===== src/rtl/clk_tick_gen.sv =====
// Multi-channel programmable tick/square-wave generator.
// Divisor updates go through a shadow register and take effect at a period boundary.
module clk_tick_gen #(
  parameter int NUM_CH  = 4,
  parameter int CNT_W   = 32,
  parameter int DIV_RST = 100000,
  parameter int CH_W    = 4
) (
  input  logic              clk,
  input  logic              rst_n,
  input  logic [NUM_CH-1:0] en_i,
  input  logic              sync_i,
  input  logic              cfg_we,
  input  logic [CH_W-1:0]   cfg_ch,
  input  logic [CNT_W-1:0]  cfg_div,
  output logic              cfg_err,
  output logic [NUM_CH-1:0] tick_o,
  output logic [NUM_CH-1:0] sq_o
);

  localparam logic [CNT_W-1:0] DIV_RST_C = CNT_W'(DIV_RST);
  localparam logic [CH_W:0]    NUM_CH_C  = (CH_W+1)'(NUM_CH);

  logic [CNT_W-1:0]  cnt_r     [NUM_CH];
  logic [CNT_W-1:0]  div_act_r [NUM_CH];
  logic [CNT_W-1:0]  div_shd_r [NUM_CH];
  logic [NUM_CH-1:0] pend_r;
  logic [NUM_CH-1:0] tick_r;
  logic [NUM_CH-1:0] sq_r;
  logic              cfg_err_r;

  logic [CNT_W-1:0]  cnt_nx_s [NUM_CH];
  logic [CNT_W-1:0]  act_nx_s [NUM_CH];
  logic [CNT_W-1:0]  shd_nx_s [NUM_CH];
  logic [NUM_CH-1:0] pend_nx_s;
  logic [NUM_CH-1:0] tick_nx_s;
  logic [NUM_CH-1:0] sq_nx_s;
  logic              cfg_ok_s;
  logic              cfg_bad_s;

  // Write qualification: channel must exist and divisor must be at least 2.
  always_comb begin
    cfg_ok_s  = cfg_we && ({1'b0, cfg_ch} < NUM_CH_C) && (cfg_div >= CNT_W'(2));
    cfg_bad_s = cfg_we && !cfg_ok_s;
  end

  // Per-channel next state; priority is sync, then disable, then wrap, then count.
  always_comb begin
    for (int i = 0; i < NUM_CH; i++) begin
      logic wr_hit;
      logic wrap;
      wr_hit       = cfg_ok_s && (cfg_ch == CH_W'(i));
      wrap         = (cnt_r[i] == div_act_r[i] - CNT_W'(1));
      cnt_nx_s[i]  = cnt_r[i];
      act_nx_s[i]  = div_act_r[i];
      shd_nx_s[i]  = wr_hit ? cfg_div : div_shd_r[i];
      pend_nx_s[i] = pend_r[i];
      tick_nx_s[i] = 1'b0;
      if (sync_i) begin
        cnt_nx_s[i]  = '0;
        pend_nx_s[i] = 1'b0;
        if (wr_hit) begin
          act_nx_s[i] = cfg_div;
        end else if (pend_r[i]) begin
          act_nx_s[i] = div_shd_r[i];
        end else begin
          act_nx_s[i] = div_act_r[i];
        end
      end else if (!en_i[i]) begin
        cnt_nx_s[i]  = '0;
        act_nx_s[i]  = pend_r[i] ? div_shd_r[i] : div_act_r[i];
        pend_nx_s[i] = wr_hit;
      end else if (wrap) begin
        // The wrap consumes the old shadow; a same-cycle write waits for the next wrap.
        cnt_nx_s[i]  = '0;
        tick_nx_s[i] = 1'b1;
        act_nx_s[i]  = pend_r[i] ? div_shd_r[i] : div_act_r[i];
        pend_nx_s[i] = wr_hit;
      end else begin
        cnt_nx_s[i]  = cnt_r[i] + CNT_W'(1);
        pend_nx_s[i] = pend_r[i] | wr_hit;
      end
      sq_nx_s[i] = (cnt_nx_s[i] >= (act_nx_s[i] >> 1));
    end
  end

  // Channel state and registered outputs.
  always_ff @(posedge clk or negedge rst_n) begin
    if (!rst_n) begin
      for (int i = 0; i < NUM_CH; i++) begin
        cnt_r[i]     <= '0;
        div_act_r[i] <= DIV_RST_C;
        div_shd_r[i] <= DIV_RST_C;
      end
      pend_r    <= '0;
      tick_r    <= '0;
      sq_r      <= '0;
      cfg_err_r <= 1'b0;
    end else begin
      for (int i = 0; i < NUM_CH; i++) begin
        cnt_r[i]     <= cnt_nx_s[i];
        div_act_r[i] <= act_nx_s[i];
        div_shd_r[i] <= shd_nx_s[i];
      end
      pend_r    <= pend_nx_s;
      tick_r    <= tick_nx_s;
      sq_r      <= sq_nx_s;
      cfg_err_r <= cfg_bad_s;
    end
  end

  assign tick_o  = tick_r;
  assign sq_o    = sq_r;
  assign cfg_err = cfg_err_r;

endmodule


===== config.mk =====
export PLATFORM = sky130hd
export DESIGN_NAME = clk_tick_gen
export DESIGN_NICKNAME = d
export VERILOG_FILES = /design/src/rtl/clk_tick_gen.sv
export SDC_FILE = /design/constraint.sdc
export NUM_CORES = 1
export LEC_CHECK = 0
export CORE_AREA = 5 5 227 229
export CTS_CLUSTER_DIAMETER = 100
export DETAILED_ROUTE_END_ITERATION = 7
export DIE_AREA = 0 0 232 234
export PLACE_DENSITY = 0.75
export RECOVER_POWER = 100
export SLEW_MARGIN = 30
export SYNTH_ARGS = -nofsm -noshare
export SYNTH_HDL_FRONTEND = slang
export SYNTH_SLANG_ARGS = --single-unit

===== constraint.sdc =====
create_clock -name clk -period 9.95 [get_ports clk]
set_input_delay 0.995 -clock clk [delete_from_list [all_inputs] [get_ports clk]]
set_output_delay 0.995 -clock clk [all_outputs]
set_load 0.01 [all_outputs]

# Word level (Yosys, flattened, before mapping)
# Index checks and enable logic that the tools add are counted.
# W data, S select, Z words.
# word_totals
input_bits	44
register_bits	397
out_inout_bits	9
# classes
reduce_logical	9
bitwise	4
n_lt_le_gt_ge	6
n_mux	56
add_sub_neg	8
eq_ne	11
# ops
op	count
$mux W32	32
$add A32 B1 Y32 const B	4
$eq A32 B32 Y1	4
$ge A32 B31 Y1	4
$sub A32 B1 Y32 const B	4
$ge A32 B2 Y1 const B	1
$mux W1	24
$ne A3 B1 Y1 const B	4
$eq A4 B2 Y1 const B	2
$logic_and A1 B1 Y1	7
$eq A4 B1 Y1 const B	1
$logic_not A4 Y1	1
$lt A4 B3 Y1 const B	1
$or A1 B1 Y1	4
$logic_not A1 Y1	1

# Logic depth before layout (Yosys ltp)
# logic_depth
word_depth	8
ltp_mapped	22
depth_no_buf	21

# Worst setup path before layout
# Ideal clock, no wire load.
# synth_timing
path_kind	reg-to-reg
startpoint	register div_act_r[9] in the netlist's numbering
endpoint	register sq_r[3] (netlist: sq_o[3])
required_time_ns	9.819
setup_ns	0.131
n_path_buf	4
arrival_time_ns	5.348
setup_slack_ns	4.470
stages_incl_launch_ff	22
path_cell_list	dfstp_2 buf_2 or4_4 or3_1 buf_2 or4_4 mux2i_1 nand3_1 or4_4 nor4_4 or2_2 buf_2 buf_4 nor2_1 ha_1 a21o_1 a21oi_1 nor2b_1 a2111oi_0 o2111ai_1 o21ai_0 or3b_1
# synth_lines
item	line_no	source
start, declared	25	logic [CNT_W-1:0] div_act_r [NUM_CH];
start signal, assigned by index	102	div_act_r[i] <= act_nx_s[i];
end signal, assigned	107	sq_r <= sq_nx_s;
end, declared	29	logic [NUM_CH-1:0] sq_r;

# Worst setup path in the final report
# layout_timing
startpoint	register div_act_r[98] in the netlist's numbering
endpoint	register sq_r[0] (netlist: sq_o[0])
# layout_via
elab_chain_cells	6
# layout_rtl
item	line_no	source
$sub A32 B1 Y32	53	wrap = (cnt_r[i] == div_act_r[i] - CNT_W'(1));
$eq A32 B32 Y1	53	
$mux W32	73	end else if (wrap) begin
$mux W32	69	end else if (!en_i[i]) begin
$mux W32	59	if (sync_i) begin
$ge A32 B31 Y1 (*)	83	sq_nx_s[i] = (cnt_nx_s[i] >= (act_nx_s[i] >> 1));
via sq_nx_s[0]	37	logic [NUM_CH-1:0] sq_nx_s;
# Mark *: on every way through the listed nets, which the timed path passes. The rest lies on a longest branch. The select of a mux whose other input is x is not followed.
# A chain may end at the register's enable or synchronous reset.

==> impl_metrics.csv <==
group,metric,value,unit
run_status,status,"finished with violations",
run_status,violations,"max-capacitance violations, max-slew violations",
clocking,hold_buffers,0,
worst_setup_path,arrival,8.56,ns
clocking,cts_root_buf,"clkbuf_16",
clocking,h-tree-depth,2,
place,placedCellCount,3920,
die,rows,82,
clocking,cts_tree,"done",
cells_and_area,area_growth,9.03,%
global_route,grt_pass1_vias,24400,
drt,dr.pass1.iters,8,
synth,yosysTopAreaCell,"dfrtp_1",
die,core,49500,um2
cells_and_area,final_common_cell,"nor2_1",
sta,rsz0062_at_grt,"false",
synth,synth_nets,3537,
place,gp_congestion,0.990,
clocking,clk_pin_slew_worst_paths,0.06,ns
drt,drt_iter0_markers,2573,
synth,synthDistinctLibCells,77,
power,p_per_area,203,nW/um2
cells_and_area,final_nets,3475,
worst_setup_path,cp.required,10.43,ns
sta,finalSetupViolCount,0,
drt,wl_per_cell,21.4,um
clocking,cts_resized,0,
clocking,clock_path_buffers,3,
drt,drcViolationCount,0,
global_route,track_usage,0.309,
place,hpwl,59100,um
hold_path,hold_path_class,"reg -> reg",
clocking,clk_latency,0.60,ns
sta,maxSlewViolCount,735,
worst_setup_path,worst-r2r-setup-slack,1.87,ns
power,finalPower,6.47,mW
cells_and_area,mostFrequentLayoutCells,"nor2_1 (389), nand2_1 (382), dfrtp_1 (345), mux2i_1 (259), a21oi_1 (179)",
sta,fmax,124,MHz
global_route,grt_overflow,0,
global_route,grt_max_degree,166,
sta,fin_crit_sh,0.812,
sta,final.setup.tns,0,ns
synth,ys.flop_type,"dfrtp_1",
sta,hold_ws,0.470,ns
synth,synthTopCellsByArea,"dfrtp_1 (30%), mux2i_1 (8.9%), ha_1 (5.7%)",
sta,finalHoldViolations,0,
synth,syn-cell-area,29200,um2
synth,ys_async_sr_fraction,1.00,
die,ios,53,
place,port_buffers,52,
die,die_y,234,um
synth,synth.avg_cell_area,8.68,um2
sta,min_period,8.08,ns
cells_and_area,fin_util,0.643,
worst_setup_path,critPathLaunchType,"flop",
die,dieArea,54300,um2
synth,synth_cells,3361,
clocking,cts_made_buffers,47,
synth,synth_top_cell_area_share,0.299,
cells_and_area,diodes,0,
job,max_cap_viol_count,15,
synth,yosys_warnings,0,
drt,route.antenna.remaining_nets,0,
drt,vias,25900,
synth,synth.ff_latch_count,397,
drt,drt-total-wl,85800,um
sta,skew,0.0187,ns
clocking,post_cts_buffers,0,
worst_setup_path,end_kind,"flop",
power,vdd_ir_drop_max,0.145,mV
worst_setup_path,cp_max_fo,39,
worst_setup_path,critPathKind,"reg -> reg",
drt,viasPerCell,6.45,
die,dieWidth,232,um
sta,slew_headroom,-1.55,
cells_and_area,drive_above_1_share,0.0911,
sta,tightest_slew,3.83,ns
global_route,grt_first_pass_wirelength,135000,um
power,leakagePower,13.9,nW
global_route,antenna_found_initial,1,
synth,synth_edf_count,0,
die,start_util,0.590,
synth,seq_area_frac_synth,0.343,
clocking,cts_sinks,397,
cells_and_area,fin_cells,4009,
==> path summary, 6_finish.rpt <==
| check | startpoint | to | cells past startpoint |
|---|---|---|---|
| min in group asynchronous | rst_n | cnt_r[2] | 1 |
| max in group asynchronous | rst_n | pend_r[0] | 3 |
| hold reg to reg | div_shd_r[71] | div_shd_r[71] | 2 |
| setup reg to reg | div_act_r[98] | sq_o[0] | 19 |
| hold / removal | div_shd_r[71] | div_shd_r[71] | 2 |
| setup / recovery | div_act_r[98] | sq_o[0] | 19 |
==> state kept, by name (all words and copies together) (netlist names) <==
signal     count
div_shd_r    128
pend_r         4
div_act_r    128
cfg_err        1
tick_o         4
sq_o           4
cnt_r        128
==> synth_stat cells, drive strengths merged, types with 13 or more instances <==
cell type / number
nor2: 389
nand2: 382
dfrtp: 349
mux2i: 259
a21oi: 179
clkbuf: 179
xor2: 141
xnor2: 135
ha: 132
o21ai: 112
mux2: 93
nor3: 87
nand3: 84
o22ai: 65
o21a: 62
nand4: 60
dfstp: 48
nor4: 46
a211oi: 44
inv: 43
buf: 41
a21o: 40
o41ai: 32
a211o: 31
o21bai: 30
nand2b: 26
or3: 26
or4: 26
nor2b: 24
o211ai: 22
and3: 20
o2111ai: 15
and4: 13
==> cell type report <==
cell class,instances,area (um2)
Multi-Input combinational cell,2701,18200
Fill cell,4127,17600
Sequential cell,397,10000
Clock buffer,63,1380
Timing Repair Buffer,109,917
Tap cell,672,841
Clock inverter,24,325
Inverter,43,161
==> layer usage <==
layer	track usage	up-vias	part of all wire
li1	-	12000	-
met1	0.460	12600	0.45
met2	0.457	1097	0.43
met3	0.0579	183	0.088
met4	0.0990	4	0.034
met5	0	-	0.00027
==> metrics by stage <==
step	setup WS, ns	cell area (um2)
floorplan	4.47	29200
global placement	3.33	30200
detailed placement	3.25	30200
CTS	3.21	31900
global route	1.43	31800
finish	1.87	31800
==> where the power goes <==
group	total (mW)	switching (mW)	internal, mW
Clock	1.91	0.731	1.18
Sequential	2.38	0.456	1.92
Combinational	2.19	1.23	0.955
==> cell families (layout without fill, tap and decap cells) <==
family                     after synthesis  in the layout  share of synthesized area
DFF                                    397            397                      0.343
buffers and inverters                  263            239                     0.0362
muxes                                  352            352                      0.125
and+or+nand+nor                       1242           1242                      0.200
adders and majority gates              132            132                     0.0566
xor gates and xnor gates               276            276                     0.0828
AOI/OAI and AO/OA                      699            699                      0.157
==> critical path, stage by stage, from the launching register on <==
cell       delay, ns
dfrtp_1         0.48
nor3_1          0.49
nand4_1         0.51
or4_1           0.64
a2111oi_0       0.45
nand4b_1        0.14
or4_1           0.41
clkbuf_1        0.69
or4_2           1.17
clkbuf_1        0.72
o21ai_1         0.39
ha_1            0.28
a21oi_1         0.14
nor2b_1         0.06
o21ai_0         0.17
a21oi_1         0.09
o41ai_1         0.36
a21oi_1         0.17
o221ai_1        0.20
or3b_1          0.35
(Power assumes the default switching activity.)
